==> src/rtl/ps2_pkg.sv <==
`default_nettype none
// ============================================================================
//  Module      : ps2_pkg
//  Description : Shared types and constants for the PS/2 keyboard receiver.
//  Revision    : 1.0 - initial release
// ============================================================================
package ps2_pkg;

    typedef enum logic [1:0] {
        ST_IDLE   = 2'd0,
        ST_DATA   = 2'd1,
        ST_PARITY = 2'd2,
        ST_STOP   = 2'd3
    } ps2_state_e;

    // Scan-code prefixes, passed through untouched for the keycode translator.
    localparam logic [7:0] PS2_EXT   = 8'hE0;
    localparam logic [7:0] PS2_BREAK = 8'hF0;

    function automatic logic odd_parity_ok(input logic [7:0] d, input logic p);
        return (^d) ^ p;
    endfunction

endpackage
`default_nettype wire

==> src/rtl/ps2_byte_fifo.sv <==
`default_nettype none
// ============================================================================
//  Module      : ps2_byte_fifo
//  Description : Small synchronous FIFO; extra pointer MSB tells full from empty.
//  Revision    : 1.0 - initial release
// ============================================================================
module ps2_byte_fifo #(
    parameter int DEPTH = 4,
    parameter int WIDTH = 8
) (
    input  logic             clk,
    input  logic             reset_n,
    input  logic             i_push,
    input  logic [WIDTH-1:0] i_din,
    input  logic             i_pop,
    output logic [WIDTH-1:0] o_dout,
    output logic             o_full,
    output logic             o_empty
);

    localparam int AW = $clog2(DEPTH);

    logic [WIDTH-1:0] r_mem [DEPTH];
    logic [AW:0]      r_wr;
    logic [AW:0]      r_rd;
    logic             w_wr;
    logic             w_rd;

    assign o_empty = (r_wr == r_rd);
    assign o_full  = (r_wr[AW] != r_rd[AW]) && (r_wr[AW-1:0] == r_rd[AW-1:0]);

    // A pop in the same cycle frees the slot a push into a full FIFO needs.
    assign w_rd = i_pop & ~o_empty;
    assign w_wr = i_push & (~o_full | w_rd);

    assign o_dout = r_mem[r_rd[AW-1:0]];

    always_ff @(posedge clk) begin
        if (!reset_n) begin
            r_wr <= '0;
            r_rd <= '0;
        end else begin
            if (w_wr) r_wr <= r_wr + 1'b1;
            if (w_rd) r_rd <= r_rd + 1'b1;
        end
    end

    always_ff @(posedge clk) begin
        if (w_wr) r_mem[r_wr[AW-1:0]] <= i_din;
    end

endmodule
`default_nettype wire

==> src/rtl/ps2_kbd_rx.sv <==
`default_nettype none
// ============================================================================
//  Module      : ps2_kbd_rx
//  Description : PS/2 device-to-host frame receiver with byte FIFO and paced strobes.
//  Revision    : 1.0 - initial release
// ============================================================================
module ps2_kbd_rx
    import ps2_pkg::*;
#(
    parameter int FILTER_LEN  = 8,
    parameter int TIMEOUT_CYC = 32000,
    parameter int FIFO_DEPTH  = 4,
    parameter int GAP_CYC     = 64
) (
    input  logic       clk,
    input  logic       reset_n,
    input  logic       ps2_clk,
    input  logic       ps2_data,
    output logic       kbd_strobe,
    output logic [7:0] kbd_data,
    output logic       frame_err,
    output logic       overflow,
    output logic       busy
);

    localparam int FCW = $clog2(FILTER_LEN + 1);
    localparam int TCW = $clog2(TIMEOUT_CYC + 1);
    localparam int GCW = $clog2(GAP_CYC + 1);

    localparam logic [FCW-1:0] c_FILT_LAST = FCW'(FILTER_LEN - 1);
    localparam logic [TCW-1:0] c_TMO_LAST  = TCW'(TIMEOUT_CYC - 1);
    localparam logic [GCW-1:0] c_GAP_LAST  = GCW'(GAP_CYC - 1);

    logic           r_clk_s1, r_clk_s2, r_dat_s1, r_dat_s2;
    logic           r_filt, r_filt_q;
    logic [FCW-1:0] r_fcnt;
    logic           w_fall;

    ps2_state_e     r_state, w_state_nxt;
    logic [2:0]     r_bitcnt, w_bitcnt_nxt;
    logic [7:0]     r_shreg, w_shreg_nxt;
    logic           r_par_ok, w_par_ok_nxt;
    logic [TCW-1:0] r_tmo;
    logic           w_tmo_hit;
    logic           w_push, w_err;

    logic           w_pop, w_full, w_empty;
    logic [7:0]     w_dout;
    logic [GCW-1:0] r_gap;
    logic           r_strobe, r_err, r_ovf;
    logic [7:0]     r_data;

    always_ff @(posedge clk) begin
        if (!reset_n) begin
            r_clk_s1 <= 1'b1;
            r_clk_s2 <= 1'b1;
            r_dat_s1 <= 1'b1;
            r_dat_s2 <= 1'b1;
        end else begin
            r_clk_s1 <= ps2_clk;
            r_clk_s2 <= r_clk_s1;
            r_dat_s1 <= ps2_data;
            r_dat_s2 <= r_dat_s1;
        end
    end

    // Any sample matching the current filtered level restarts the run count.
    always_ff @(posedge clk) begin
        if (!reset_n) begin
            r_filt   <= 1'b1;
            r_filt_q <= 1'b1;
            r_fcnt   <= '0;
        end else begin
            r_filt_q <= r_filt;
            if (r_clk_s2 != r_filt) begin
                if (r_fcnt == c_FILT_LAST) begin
                    r_filt <= r_clk_s2;
                    r_fcnt <= '0;
                end else begin
                    r_fcnt <= r_fcnt + 1'b1;
                end
            end else begin
                r_fcnt <= '0;
            end
        end
    end

    assign w_fall    = r_filt_q & ~r_filt;
    assign w_tmo_hit = (r_tmo == c_TMO_LAST);

    always_ff @(posedge clk) begin
        if (!reset_n) begin
            r_state  <= ST_IDLE;
            r_bitcnt <= '0;
            r_shreg  <= '0;
            r_par_ok <= 1'b0;
        end else begin
            r_state  <= w_state_nxt;
            r_bitcnt <= w_bitcnt_nxt;
            r_shreg  <= w_shreg_nxt;
            r_par_ok <= w_par_ok_nxt;
        end
    end

    always_comb begin
        w_state_nxt  = r_state;
        w_bitcnt_nxt = r_bitcnt;
        w_shreg_nxt  = r_shreg;
        w_par_ok_nxt = r_par_ok;
        w_push       = 1'b0;
        w_err        = 1'b0;
        if (w_fall) begin
            case (r_state)
                ST_IDLE: begin
                    if (!r_dat_s2) begin
                        w_state_nxt  = ST_DATA;
                        w_bitcnt_nxt = '0;
                    end else begin
                        w_err = 1'b1;
                    end
                end
                ST_DATA: begin
                    w_shreg_nxt  = {r_dat_s2, r_shreg[7:1]};
                    w_bitcnt_nxt = r_bitcnt + 3'd1;
                    if (r_bitcnt == 3'd7) w_state_nxt = ST_PARITY;
                end
                ST_PARITY: begin
                    w_par_ok_nxt = odd_parity_ok(r_shreg, r_dat_s2);
                    w_state_nxt  = ST_STOP;
                end
                ST_STOP: begin
                    if (r_dat_s2 && r_par_ok) w_push = 1'b1;
                    else                      w_err  = 1'b1;
                    w_state_nxt = ST_IDLE;
                end
                default: w_state_nxt = ST_IDLE;
            endcase
        end else if (r_state != ST_IDLE && w_tmo_hit) begin
            w_state_nxt = ST_IDLE;
            w_err       = 1'b1;
        end
    end

    always_ff @(posedge clk) begin
        if (!reset_n || r_state == ST_IDLE || w_fall) begin
            r_tmo <= '0;
        end else if (!w_tmo_hit) begin
            r_tmo <= r_tmo + 1'b1;
        end
    end

    ps2_byte_fifo #(
        .DEPTH (FIFO_DEPTH),
        .WIDTH (8)
    ) u_fifo (
        .clk     (clk),
        .reset_n (reset_n),
        .i_push  (w_push),
        .i_din   (r_shreg),
        .i_pop   (w_pop),
        .o_dout  (w_dout),
        .o_full  (w_full),
        .o_empty (w_empty)
    );

    assign w_pop = ~w_empty && (r_gap == '0);

    always_ff @(posedge clk) begin
        if (!reset_n) begin
            r_gap    <= '0;
            r_strobe <= 1'b0;
            r_data   <= 8'h00;
            r_err    <= 1'b0;
            r_ovf    <= 1'b0;
        end else begin
            if (w_pop)              r_gap <= c_GAP_LAST;
            else if (r_gap != '0)   r_gap <= r_gap - 1'b1;
            r_strobe <= w_pop;
            if (w_pop) r_data <= w_dout;
            r_err <= w_err;
            r_ovf <= w_push & w_full & ~w_pop;
        end
    end

    assign kbd_strobe = r_strobe;
    assign kbd_data   = r_data;
    assign frame_err  = r_err;
    assign overflow   = r_ovf;
    assign busy       = (r_state != ST_IDLE);

endmodule
`default_nettype wire

==> config.mk <==
export PLATFORM = sky130hd
export DESIGN_NAME = ps2_kbd_rx
export DESIGN_NICKNAME = d
export VERILOG_FILES = /design/src/rtl/ps2_pkg.sv /design/src/rtl/ps2_byte_fifo.sv /design/src/rtl/ps2_kbd_rx.sv
export SDC_FILE = /design/constraint.sdc
export NUM_CORES = 1
export LEC_CHECK = 0
export ABC_AREA = 1
export BUFFER_PORTS_ARGS = -buffer_cell sky130_fd_sc_hd__buf_2
export CELL_PAD_IN_SITES_DETAIL_PLACEMENT = 1
export CELL_PAD_IN_SITES_GLOBAL_PLACEMENT = 1
export CORE_MARGIN = 1.5
export CORE_UTILIZATION = 47
export CTS_CLUSTER_SIZE = 40
export DETAILED_ROUTE_END_ITERATION = 10
export GPL_TIMING_DRIVEN = 0
export HOLD_SLACK_MARGIN = 0.15
export PLACE_DENSITY = 0.78
export SYNTH_ARGS = -nofsm -noshare
export SYNTH_HDL_FRONTEND = slang
export SYNTH_SLANG_ARGS = --single-unit
==> constraint.sdc <==
create_clock -name clk -period 2.61 [get_ports clk]
set_input_delay 0 -clock clk [delete_from_list [all_inputs] [get_ports clk]]
set_output_delay 0 -clock clk [all_outputs]
set_load 0.05 [all_outputs]
==> results_dict.tcl <==
set metrics [dict create \
    outcome "complete, no violations" \
    min_path_type "in2reg" \
    globalplace.congestion 0.831 \
    start_util_pct 48.1 \
    required_ps 2590 \
    nets 528 \
    n_antenna_cell 0 \
    skew_ps 9.85 \
    grt.total_usage_pct 20.5 \
    synth_xor_area_share_pct 2.53 \
    setup_ws_ps 360 \
    path_class "reg2reg" \
    grt_pass1_vias 3311 \
    ys_ff_latch 95 \
    die_y_um 97.0 \
    tightestPinTransition_ps 769 \
    numPortBuffers 14 \
    cellLeakagePower_uw 0.00179 \
    hold_viol_final 0 \
    fin_crit_sh_pct 86.2 \
    cell_internal_pwr_uw 2110 \
    vias_per_cell 5.12 \
    clkPwrFrac_pct 34.8 \
    hpwlAfterDp_um 6600 \
    io_pins 16 \
    power_uw 2810 \
    synth_edf_count 32 \
    end_kind "flip-flop" \
    synth.area.mux_share_pct 0 \
    syn_nets 500 \
    power.switching_uw 699 \
    combPwrFrac_pct 9.0 \
    die_area_um2 9420 \
    max_stage_delay_ps 630 \
    slew_violations 0 \
    path_max_fanout 8 \
    reg2reg_to "u_fifo.r_mem[0][5]" \
    cts_root_buffer "clkbuf_8" \
    fin_area_um2 4590 \
    vias 3185 \
    grt_pass1_wl_um 15500 \
    dpl_cell_area_um2 4360 \
    drc 0 \
    ys_warn_count 0 \
    r2r_cells 5 \
    rsz0062_at_grt "no" \
    core_area_um2 8640 \
    synth_top_family_by_area "simple AND/OR/NAND/NOR gates" \
    yosysSeqAreaShare_pct 53.5 \
    die_x_um 97.0 \
    ir_drop_v 0.000237 \
    path_clk_slew_ps 90 \
    syn_area_um2 4160 \
    firstDrtPassIters 4 \
    routedWlPerCell_um 14.3 \
    ant_nets 0 \
    synthArstFlopShare_pct 0 \
    tritoncts "yes" \
    min_from "ps2_data" \
    dp_worst_setup_slack_ps 350 \
    ff2ff_setup_slack_ps 360 \
    grt_start_max_net_pins 18 \
    drtIter0Drc 69 \
    routed_wl_um 8890 \
    placementRows 34 \
    timing.rr.start "r_state[0]" \
    cts_buffer_depth 2 \
    synth-compound-area-share_pct 10.8 \
    layout_commonest_cell "nand2_1" \
    dp_cells 603 \
    antenna_found_initial 0 \
    ys_dominant_reg_cell "dfxtp_1" \
    final_cells 622 \
    yosysUniqueCellTypes 35 \
    path_cells "ha_1, inv_1, nor3_1, nand2_2, nor2_1" \
    numClockSinks 95 \
    syn_to_final_growth_pct 10.5 \
    period_minus_slack_ps 2250 \
    htree_num_levels 3 \
    synth-simple-area-share_pct 22.2 \
    powerDensity_nw_per_um2 611 \
    final_cell_mix "nand2_1 (92), nor2_1 (65), dfxtp_1 (63), inv_1 (48), o21ai_0 (35)" \
    layout-drive-gt1-share_pct 11.5 \
    maxCapViolCount 0 \
    seqPwrFrac_pct 56.2 \
    crit_end "u_fifo.r_mem[0][5]" \
    fmax_mhz 444 \
    synth_cells 481 \
    clkLatencyLatePin_ps 350 \
    cts_buffers 9 \
    crit_arrival_ps 2230 \
    switching_share_pct 24.9 \
    grt-ovfl-total 0 \
    finalSetupViolations 0 \
    critical_path.slowest_cell "nor2_1" \
    cp-start-kind "flip-flop" \
    cp-startpoint "r_state[0]" \
    synthAdderAreaFrac_pct 4.52 \
    syn_area_per_cell_um2 8.64 \
    max_slew_margin_pct 48.5 \
    fin_tns_setup_ps 0 \
]
power groups by stage:
stage / combinational, uW / sequential (uW) / clock (uW)
global placement: 242 / 1610 / 0
detailed placement: 258 / 1610 / 0
floorplan: 205 / 1610 / 0
CTS: 263 / 1580 / 1000
global route: 302 / 1580 / 1050
finish: 254 / 1580 / 976
through the flow:
| step | utilization (%) | hold slack, ps |
|---|---|---|
| 2_1_floorplan | - | 107 |
| 3_3_place_gp | 50.5 | 185 |
| 3_5_place_dp | 50.5 | 192 |
| 4_1_cts | 53.2 | 351 |
| 5_1_grt | 53.2 | 380 |
| 6_report | 53.2 | 364 |
cell usage after synthesis (4+ instances only):
cell type | instances | share of area [%]
a21oi_1 | 27 | 3.3
dfxtp_1 | 63 | 30
edfxtp_1 | 32 | 23
ha_1 | 15 | 4.5
inv_1 | 48 | 4.3
inv_2 | 5 | 0.45
nand2_1 | 92 | 8.3
nand2_2 | 4 | 0.60
nand3_1 | 24 | 2.9
nor2_1 | 65 | 5.9
nor3_1 | 9 | 1.1
o21ai_0 | 35 | 4.2
o22ai_1 | 8 | 1.2
or2_2 | 6 | 0.90
xnor2_1 | 7 | 1.5
xor2_1 | 5 | 1.1
cells by family after synthesis:
family | count (synthesis)
buffers and inverters | 64
AND/OR/NAND/NOR | 212
AO/OA/AOI/OAI | 83
adder cells (fa/ha/maj) | 15
XOR/XNOR | 12
flip-flops | 95
sequential cells by signal (all words and copies together), names as in the netlist, 2 cells and up:
register	count
u_fifo.r_wr	3
r_shreg	8
r_fcnt	4
r_tmo	15
kbd_data	8
r_state	2
r_bitcnt	3
r_gap	7
u_fifo.r_mem	32
u_fifo.r_rd	3
worst min path at each step:
stage	to	cells after the start
floorplan	r_clk_s1	1
global placement	r_dat_s1	2
detailed placement	r_dat_s1	2
CTS	r_dat_s1	3
global route	r_dat_s1	3
finish	r_dat_s1	3
worst max-delay path: cells and delay by family (launching register included):
kind / cells / cell delay (ps)
AND/OR/NAND/NOR: 3 / 1210
adder cells (fa/ha/maj): 1 / 200
flip-flops: 1 / 410
buffers and inverters: 1 / 50
routing by layer:
metal | vias up | global-route usage [%] | part of all wire, %
li1 | 1633 | - | -
met1 | 1508 | 26.3 | 47
met2 | 36 | 35.6 | 49
met3 | 8 | 3.47 | 3.1
met4 | 0 | 6.02 | 0.98
met5 | - | 0 | 0
final cells by class:
class	instances	area, um2
fillers	1058	4040
flip-flops and latches	95	2220
multi-input cells	322	1670
inverters	53	199
well taps	108	135
clock buffers	9	124
repair buffers	17	100
clock inverters	7	77.6
plain buffers	11	70.1
repair_timing:
| action | 4_1_cts | 5_1_grt |
|---|---|---|
| hold buffers | 3 | 0 |
| hold endpoints to repair | 10 | 0 |
| buffers inserted | 0 | 0 |
| gates resized for setup | 0 | 0 |
No activity file was read; power rests on OpenSTA's default activity.
